<file path="config.mk">
export PLATFORM = sky130hd
export DESIGN_NAME = alu_ctrl_seq
export DESIGN_NICKNAME = d
export VERILOG_FILES = /design/src/rtl/alu_ctrl_pkg.sv /design/src/rtl/alu_ctrl_decode.sv /design/src/rtl/alu_ctrl_seq.sv
export SDC_FILE = /design/constraint.sdc
export NUM_CORES = 1
export LEC_CHECK = 0
export BUFFER_PORTS_ARGS = -buffer_cell sky130_fd_sc_hd__buf_2
export CELL_PAD_IN_SITES_DETAIL_PLACEMENT = 1
export CELL_PAD_IN_SITES_GLOBAL_PLACEMENT = 1
export CORE_MARGIN = 5
export CORE_UTILIZATION = 34
export DETAILED_ROUTE_END_ITERATION = 10
export PLACE_DENSITY = 0.78
export SLEW_MARGIN = 20
export SYNTH_ARGS = -nofsm -noshare
export SYNTH_HDL_FRONTEND = slang
export SYNTH_SLANG_ARGS = --single-unit
</file>
<file path="constraint.sdc">
create_clock -name clk -period 1.6 [get_ports clk]
set_clock_uncertainty 0.1 [all_clocks]
set_input_delay 0.16 -clock clk [delete_from_list [all_inputs] [get_ports clk]]
set_output_delay 0.16 -clock clk [all_outputs]
set_load 0.005 [all_outputs]
</file>
<file path="src/rtl/alu_ctrl_pkg.sv">
// +----------------------------------------------------------------------+
// | alu_ctrl_pkg                                                         |
// | Op codes, aluop/funct7 constants and FSM state type for alu_ctrl_seq |
// | Revision: 1.0                                                        |
// +----------------------------------------------------------------------+
`default_nettype none

package alu_ctrl_pkg;

   localparam logic [4:0] OP_AND     = 5'd0;
   localparam logic [4:0] OP_OR      = 5'd1;
   localparam logic [4:0] OP_XOR     = 5'd2;
   localparam logic [4:0] OP_ADD     = 5'd3;
   localparam logic [4:0] OP_SUB     = 5'd4;
   localparam logic [4:0] OP_SLL     = 5'd5;
   localparam logic [4:0] OP_SRL     = 5'd6;
   localparam logic [4:0] OP_SRA     = 5'd7;
   localparam logic [4:0] OP_SLT     = 5'd8;
   localparam logic [4:0] OP_SLTU    = 5'd9;
   localparam logic [4:0] OP_MUL     = 5'd16;
   localparam logic [4:0] OP_MULH    = 5'd17;
   localparam logic [4:0] OP_MULHSU  = 5'd18;
   localparam logic [4:0] OP_MULHU   = 5'd19;
   localparam logic [4:0] OP_DIV     = 5'd20;
   localparam logic [4:0] OP_DIVU    = 5'd21;
   localparam logic [4:0] OP_REM     = 5'd22;
   localparam logic [4:0] OP_REMU    = 5'd23;
   localparam logic [4:0] OP_ILLEGAL = 5'd31;

   localparam logic [1:0] ALUOP_MEM = 2'b00;
   localparam logic [1:0] ALUOP_BR  = 2'b01;
   localparam logic [1:0] ALUOP_R   = 2'b10;
   localparam logic [1:0] ALUOP_I   = 2'b11;

   localparam logic [6:0] F7_STD  = 7'h00;
   localparam logic [6:0] F7_ALT  = 7'h20;
   localparam logic [6:0] F7_MEXT = 7'h01;

   typedef enum logic [0:0] {
      ST_IDLE = 1'b0,
      ST_WAIT = 1'b1
   } state_t;

   // Base integer op selected by funct3 when funct7 carries no modifier.
   function automatic logic [4:0] std_op(input logic [2:0] f3);
      logic [4:0] op;
      case (f3)
         3'b000:  op = OP_ADD;
         3'b001:  op = OP_SLL;
         3'b010:  op = OP_SLT;
         3'b011:  op = OP_SLTU;
         3'b100:  op = OP_XOR;
         3'b101:  op = OP_SRL;
         3'b110:  op = OP_OR;
         default: op = OP_AND;
      endcase
      return op;
   endfunction

endpackage

`default_nettype wire

</file>
<file path="src/rtl/alu_ctrl_decode.sv">
// +----------------------------------------------------------------------+
// | alu_ctrl_decode                                                      |
// | Combinational aluop/funct3/funct7 decode; M ops need ALU_CTRL_MEXT_EN|
// | Revision: 1.0                                                        |
// +----------------------------------------------------------------------+
`default_nettype none

module alu_ctrl_decode
   import alu_ctrl_pkg::*;
#(
   parameter int OPW = 5
) (
   input  logic [1:0]     aluop,
   input  logic [2:0]     funct3,
   input  logic [6:0]     funct7,
   output logic [OPW-1:0] code,
   output logic           multicycle,
   output logic           illegal
);

   logic [4:0] w_code;

   always_comb begin
      w_code = OP_ILLEGAL;
      case (aluop)
         ALUOP_MEM: w_code = OP_ADD;
         ALUOP_BR: begin
            case (funct3)
               3'b000, 3'b001: w_code = OP_SUB;
               3'b100, 3'b101: w_code = OP_SLT;
               3'b110, 3'b111: w_code = OP_SLTU;
               default:        w_code = OP_ILLEGAL;
            endcase
         end
         ALUOP_R: begin
            if (funct7 == F7_STD)
               w_code = std_op(funct3);
            else if (funct7 == F7_ALT && funct3 == 3'b000)
               w_code = OP_SUB;
            else if (funct7 == F7_ALT && funct3 == 3'b101)
               w_code = OP_SRA;
`ifdef ALU_CTRL_MEXT_EN
            else if (funct7 == F7_MEXT)
               w_code = {2'b10, funct3};
`endif
            else
               w_code = OP_ILLEGAL;
         end
         default: begin
            // Immediate forms: only the shifts constrain funct7.
            case (funct3)
               3'b000:  w_code = OP_ADD;
               3'b001:  w_code = (funct7 == F7_STD) ? OP_SLL : OP_ILLEGAL;
               3'b101: begin
                  if (funct7 == F7_STD)
                     w_code = OP_SRL;
                  else if (funct7 == F7_ALT)
                     w_code = OP_SRA;
                  else
                     w_code = OP_ILLEGAL;
               end
               default: w_code = std_op(funct3);
            endcase
         end
      endcase
   end

   assign code       = OPW'(w_code);
   assign multicycle = (w_code[4:3] == 2'b10);
   assign illegal    = (w_code == OP_ILLEGAL);

endmodule

`default_nettype wire

</file>
<file path="src/rtl/alu_ctrl_seq.sv">
// +----------------------------------------------------------------------+
// | alu_ctrl_seq                                                         |
// | Handshaked ALU control register with M-op latency sequencing.        |
// | WAIT FSM/counter exist only when ALU_CTRL_MEXT_EN is defined.        |
// | Revision: 1.0                                                        |
// +----------------------------------------------------------------------+
`default_nettype none

module alu_ctrl_seq
   import alu_ctrl_pkg::*;
#(
   parameter int OPW     = 5,
   parameter int MUL_LAT = 3,
   parameter int DIV_LAT = 33
) (
   input  logic           clk,
   input  logic           rst_n,
   input  logic           in_valid,
   output logic           in_ready,
   input  logic [1:0]     aluop,
   input  logic [2:0]     funct3,
   input  logic [6:0]     funct7,
   input  logic           flush,
   output logic           out_valid,
   input  logic           out_ready,
   output logic [OPW-1:0] alu_ctrl,
   output logic           multicycle,
   output logic           illegal,
   output logic           busy
);

   logic [OPW-1:0] w_dec_code;
   logic           w_dec_mc;
   logic           w_dec_ill;

   logic           r_out_valid;
   logic [OPW-1:0] r_alu_ctrl;
   logic           r_multicycle;
   logic           r_illegal;

   logic           w_busy;
   logic           w_accept;
   logic           w_out_fire;

   alu_ctrl_decode #(
      .OPW(OPW)
   ) u_decode (
      .aluop      (aluop),
      .funct3     (funct3),
      .funct7     (funct7),
      .code       (w_dec_code),
      .multicycle (w_dec_mc),
      .illegal    (w_dec_ill)
   );

   // An M op leaving the register starts WAIT on that same edge, so nothing
   // new may be taken behind it.
   assign in_ready   = !flush && !w_busy &&
                       (!r_out_valid || (out_ready && !r_multicycle));
   assign w_accept   = in_valid && in_ready;
   assign w_out_fire = r_out_valid && out_ready;

   always_ff @(posedge clk or negedge rst_n) begin
      if (!rst_n) begin
         r_out_valid  <= 1'b0;
         r_alu_ctrl   <= '0;
         r_multicycle <= 1'b0;
         r_illegal    <= 1'b0;
      end else if (flush) begin
         r_out_valid  <= 1'b0;
      end else if (w_accept) begin
         r_out_valid  <= 1'b1;
         r_alu_ctrl   <= w_dec_code;
         r_multicycle <= w_dec_mc;
         r_illegal    <= w_dec_ill;
      end else if (w_out_fire) begin
         r_out_valid  <= 1'b0;
      end
   end

`ifdef ALU_CTRL_MEXT_EN
   localparam int MAX_LAT = (MUL_LAT > DIV_LAT) ? MUL_LAT : DIV_LAT;
   localparam int CNTW    = $clog2(MAX_LAT + 1);

   state_t          r_state;
   state_t          w_state_nxt;
   logic [CNTW-1:0] r_cnt;
   logic            w_enter_wait;

   assign w_enter_wait = (r_state == ST_IDLE) && w_out_fire && r_multicycle;

   always_ff @(posedge clk or negedge rst_n) begin
      if (!rst_n)
         r_state <= ST_IDLE;
      else
         r_state <= w_state_nxt;
   end

   always_comb begin
      w_state_nxt = r_state;
      if (flush)
         w_state_nxt = ST_IDLE;
      else begin
         case (r_state)
            ST_IDLE: if (w_enter_wait) w_state_nxt = ST_WAIT;
            ST_WAIT: if (r_cnt == CNTW'(1)) w_state_nxt = ST_IDLE;
         endcase
      end
   end

   always_comb begin
      w_busy = (r_state == ST_WAIT);
   end

   // Bit 2 of an M code separates the divide group (20-23) from multiply.
   always_ff @(posedge clk or negedge rst_n) begin
      if (!rst_n)
         r_cnt <= '0;
      else if (flush)
         r_cnt <= '0;
      else if (w_enter_wait)
         r_cnt <= r_alu_ctrl[2] ? CNTW'(DIV_LAT) : CNTW'(MUL_LAT);
      else if (r_state == ST_WAIT && r_cnt != '0)
         r_cnt <= r_cnt - CNTW'(1);
   end
`else
   logic [31:0] w_unused_lat;

   assign w_unused_lat = MUL_LAT[31:0] ^ DIV_LAT[31:0];
   assign w_busy       = 1'b0;
`endif

   assign out_valid  = r_out_valid;
   assign alu_ctrl   = r_alu_ctrl;
   assign multicycle = r_multicycle;
   assign illegal    = r_illegal;
   assign busy       = w_busy;

endmodule

`default_nettype wire

</file>
==> flow_summary.ini <==
[cts]
cts_resized = 0
cts_made_buffers = 3
postCtsSetupRepairBufs = 0
clk_pin_slew_worst_paths_ns = 0.06
clockRootBuffer = clkbuf_4
cts_sinks = 8
ctsLongestPathBuffers = 2
cts_tree = built
h-tree-depth = 1
cts_hold_buf = 1
clock_latency_ns = 0.26

[sta]
rsz0062_at_grt = false
max_freq_mhz = 720
min_period_ns = 1.39
finalCritPeriodShare = 0.868
hold_slack_ns = 0.0214
setup_tns_ns = 0
hold_viol_final = 0
setup_viol = 0
finalMaxSlewViolations = 0

[synth]
ys_seq_area_frac = 0.269
syn_nets = 105
synth.distinct_cells = 46
synth_seq_cells = 8
synth_area_um2 = 744
yosys_warnings = 0
syn_inst = 88
synth-edff-count = 0
async_reset_ff_frac = 1.00
syn_avg_cell_area_um2 = 8.46
ys.flop_type = dfrtp_1

[finish]
nNetsFinal = 129
mostFrequentLayoutCells = 25 x buf_2, 8 x nor2_1, 8 x dfrtp_1
final_common_cell = buf_2
area_growth_pct = 19.0
drive_gt1_frac = 0.336
diodes = 0

[global_route]
grt_pass1_vias = 738
grt_max_degree = 19
grt_overflow = 0
grtUsageTotal = 0.136
grt_pass1_wl_um = 3440
grt_antenna_before_repair = 0

[routing]
vias = 723
route.detailed.drc = 0
wl_per_cell_um = 15.0
wl_um = 2070
drt_first_pass_iters = 4
ant_nets = 0
via_per_inst = 5.24
dr.first_iter.drc_count = 6

[worst_setup_path]
startpoint_type = flip-flop
critPathMaxFanout = 6
path_class = flip-flop to flip-flop
required_ns = 1.65
worst_ep_arrival_time_ns = 1.44
endpoint_kind = flip-flop

[power_and_ir_drop]
max-vdd-ir-drop_uv = 194
p_per_area_mw_per_mm2 = 671
total_power_uw = 594
power_leakage_nw = 0.389

[place]
portBuffers = 25
dp_hpwl_um = 1640
gp_congestion = 0.774

[floorplanning]
initial_core_util = 0.347
rows = 17
coreArea_mm2 = 0.00215
io-pin-count = 27
die_w_um = 56.8
die_h_um = 56.8
die-area_mm2 = 0.00323

[min_path]
holdCritPathClass = input port to flip-flop

[status]
status = complete, no violations

[job]
cap_viol_max_count = 0
sequential cells by signal, indices dropped and copies added (netlist names):
register and flops:
illegal 1, multicycle 1, alu_ctrl 5, out_valid 1
through the flow:
step | setup WS (ns) | cell area [µm²] | utilization | instances
floorplan | 0.284 | 744 | - | 88
global placement | 0.160 | 853 | 0.397 | 134
detailed placement | 0.114 | 853 | 0.397 | 134
CTS | 0.210 | 886 | 0.412 | 138
global route | 0.132 | 886 | 0.412 | 138
finish | 0.211 | 886 | 0.412 | 138
synthesized netlist by cell type (3+ instances only):
| cell | instances | area, µm² |
|---|---|---|
| nor2b_1 | 3 | 18.8 |
| inv_1 | 4 | 15.0 |
| o21ai_1 | 5 | 25.0 |
| dfrtp_1 | 8 | 200 |
| o21ai_0 | 3 | 15.0 |
| nand2b_1 | 3 | 18.8 |
| a21oi_1 | 5 | 25.0 |
| o211ai_1 | 3 | 22.5 |
| nand2_1 | 5 | 18.8 |
| nor2_1 | 8 | 30.0 |
worst paths after layout:
path	startpoint	to	slack [ns]	depth (start not counted)
setup reg to reg	multicycle	alu_ctrl[2]	0.21	4
hold reg to reg	illegal	illegal	0.39	2
max in group asynchronous	rst_n	alu_ctrl[3]	1.07	2
min in group asynchronous	rst_n	out_valid	0.16	2
hold / removal	flush	out_valid	0.02	2
setup / recovery	multicycle	alu_ctrl[2]	0.21	4
per-layer routing:
layer	vias to the layer above	GRT usage	share of wire
met2	22	0.226	0.47
met5	-	0	0
li1	362	-	-
met1	337	0.163	0.46
met3	2	0.0414	0.062
met4	0	0.0497	0.0092
cell type report:
cell class / count / area [µm²]
inverter: 4 / 15.0
multi-input combinational: 68 / 470
clock buffer: 3 / 22.5
tap: 28 / 35.0
fill: 276 / 1260
sequential: 8 / 200
timing repair buffer: 27 / 143
critical path, cell delays in order (launching register included):
cell and delay [ns]:
dfrtp_1 0.38, nand2b_1 0.19, a21bo_2 0.27, a221oi_1 0.22, a21oi_1 0.10
cells by family (layout without fill, tap and decap cells):
logic type / Yosys count / after routing / share of synthesized area
xor+xnor: 1 / 1 / 0.0118
compound gates: 31 / 31 / 0.321
buf+inv: 12 / 34 / 0.0991
simple gates: 34 / 34 / 0.281
mux: 1 / 1 / 0.0134
flops: 8 / 8 / 0.269
other cells: 1 / 1 / 0.00504
power breakdown:
| group | switching, mW | internal, mW |
|---|---|---|
| clock network | 0.0763 | 0.0863 |
| logic | 0.105 | 0.0845 |
| registers | 0.0145 | 0.228 |
| total | 0.195 | 0.399 |
Power figures use the tool's default switching activity.
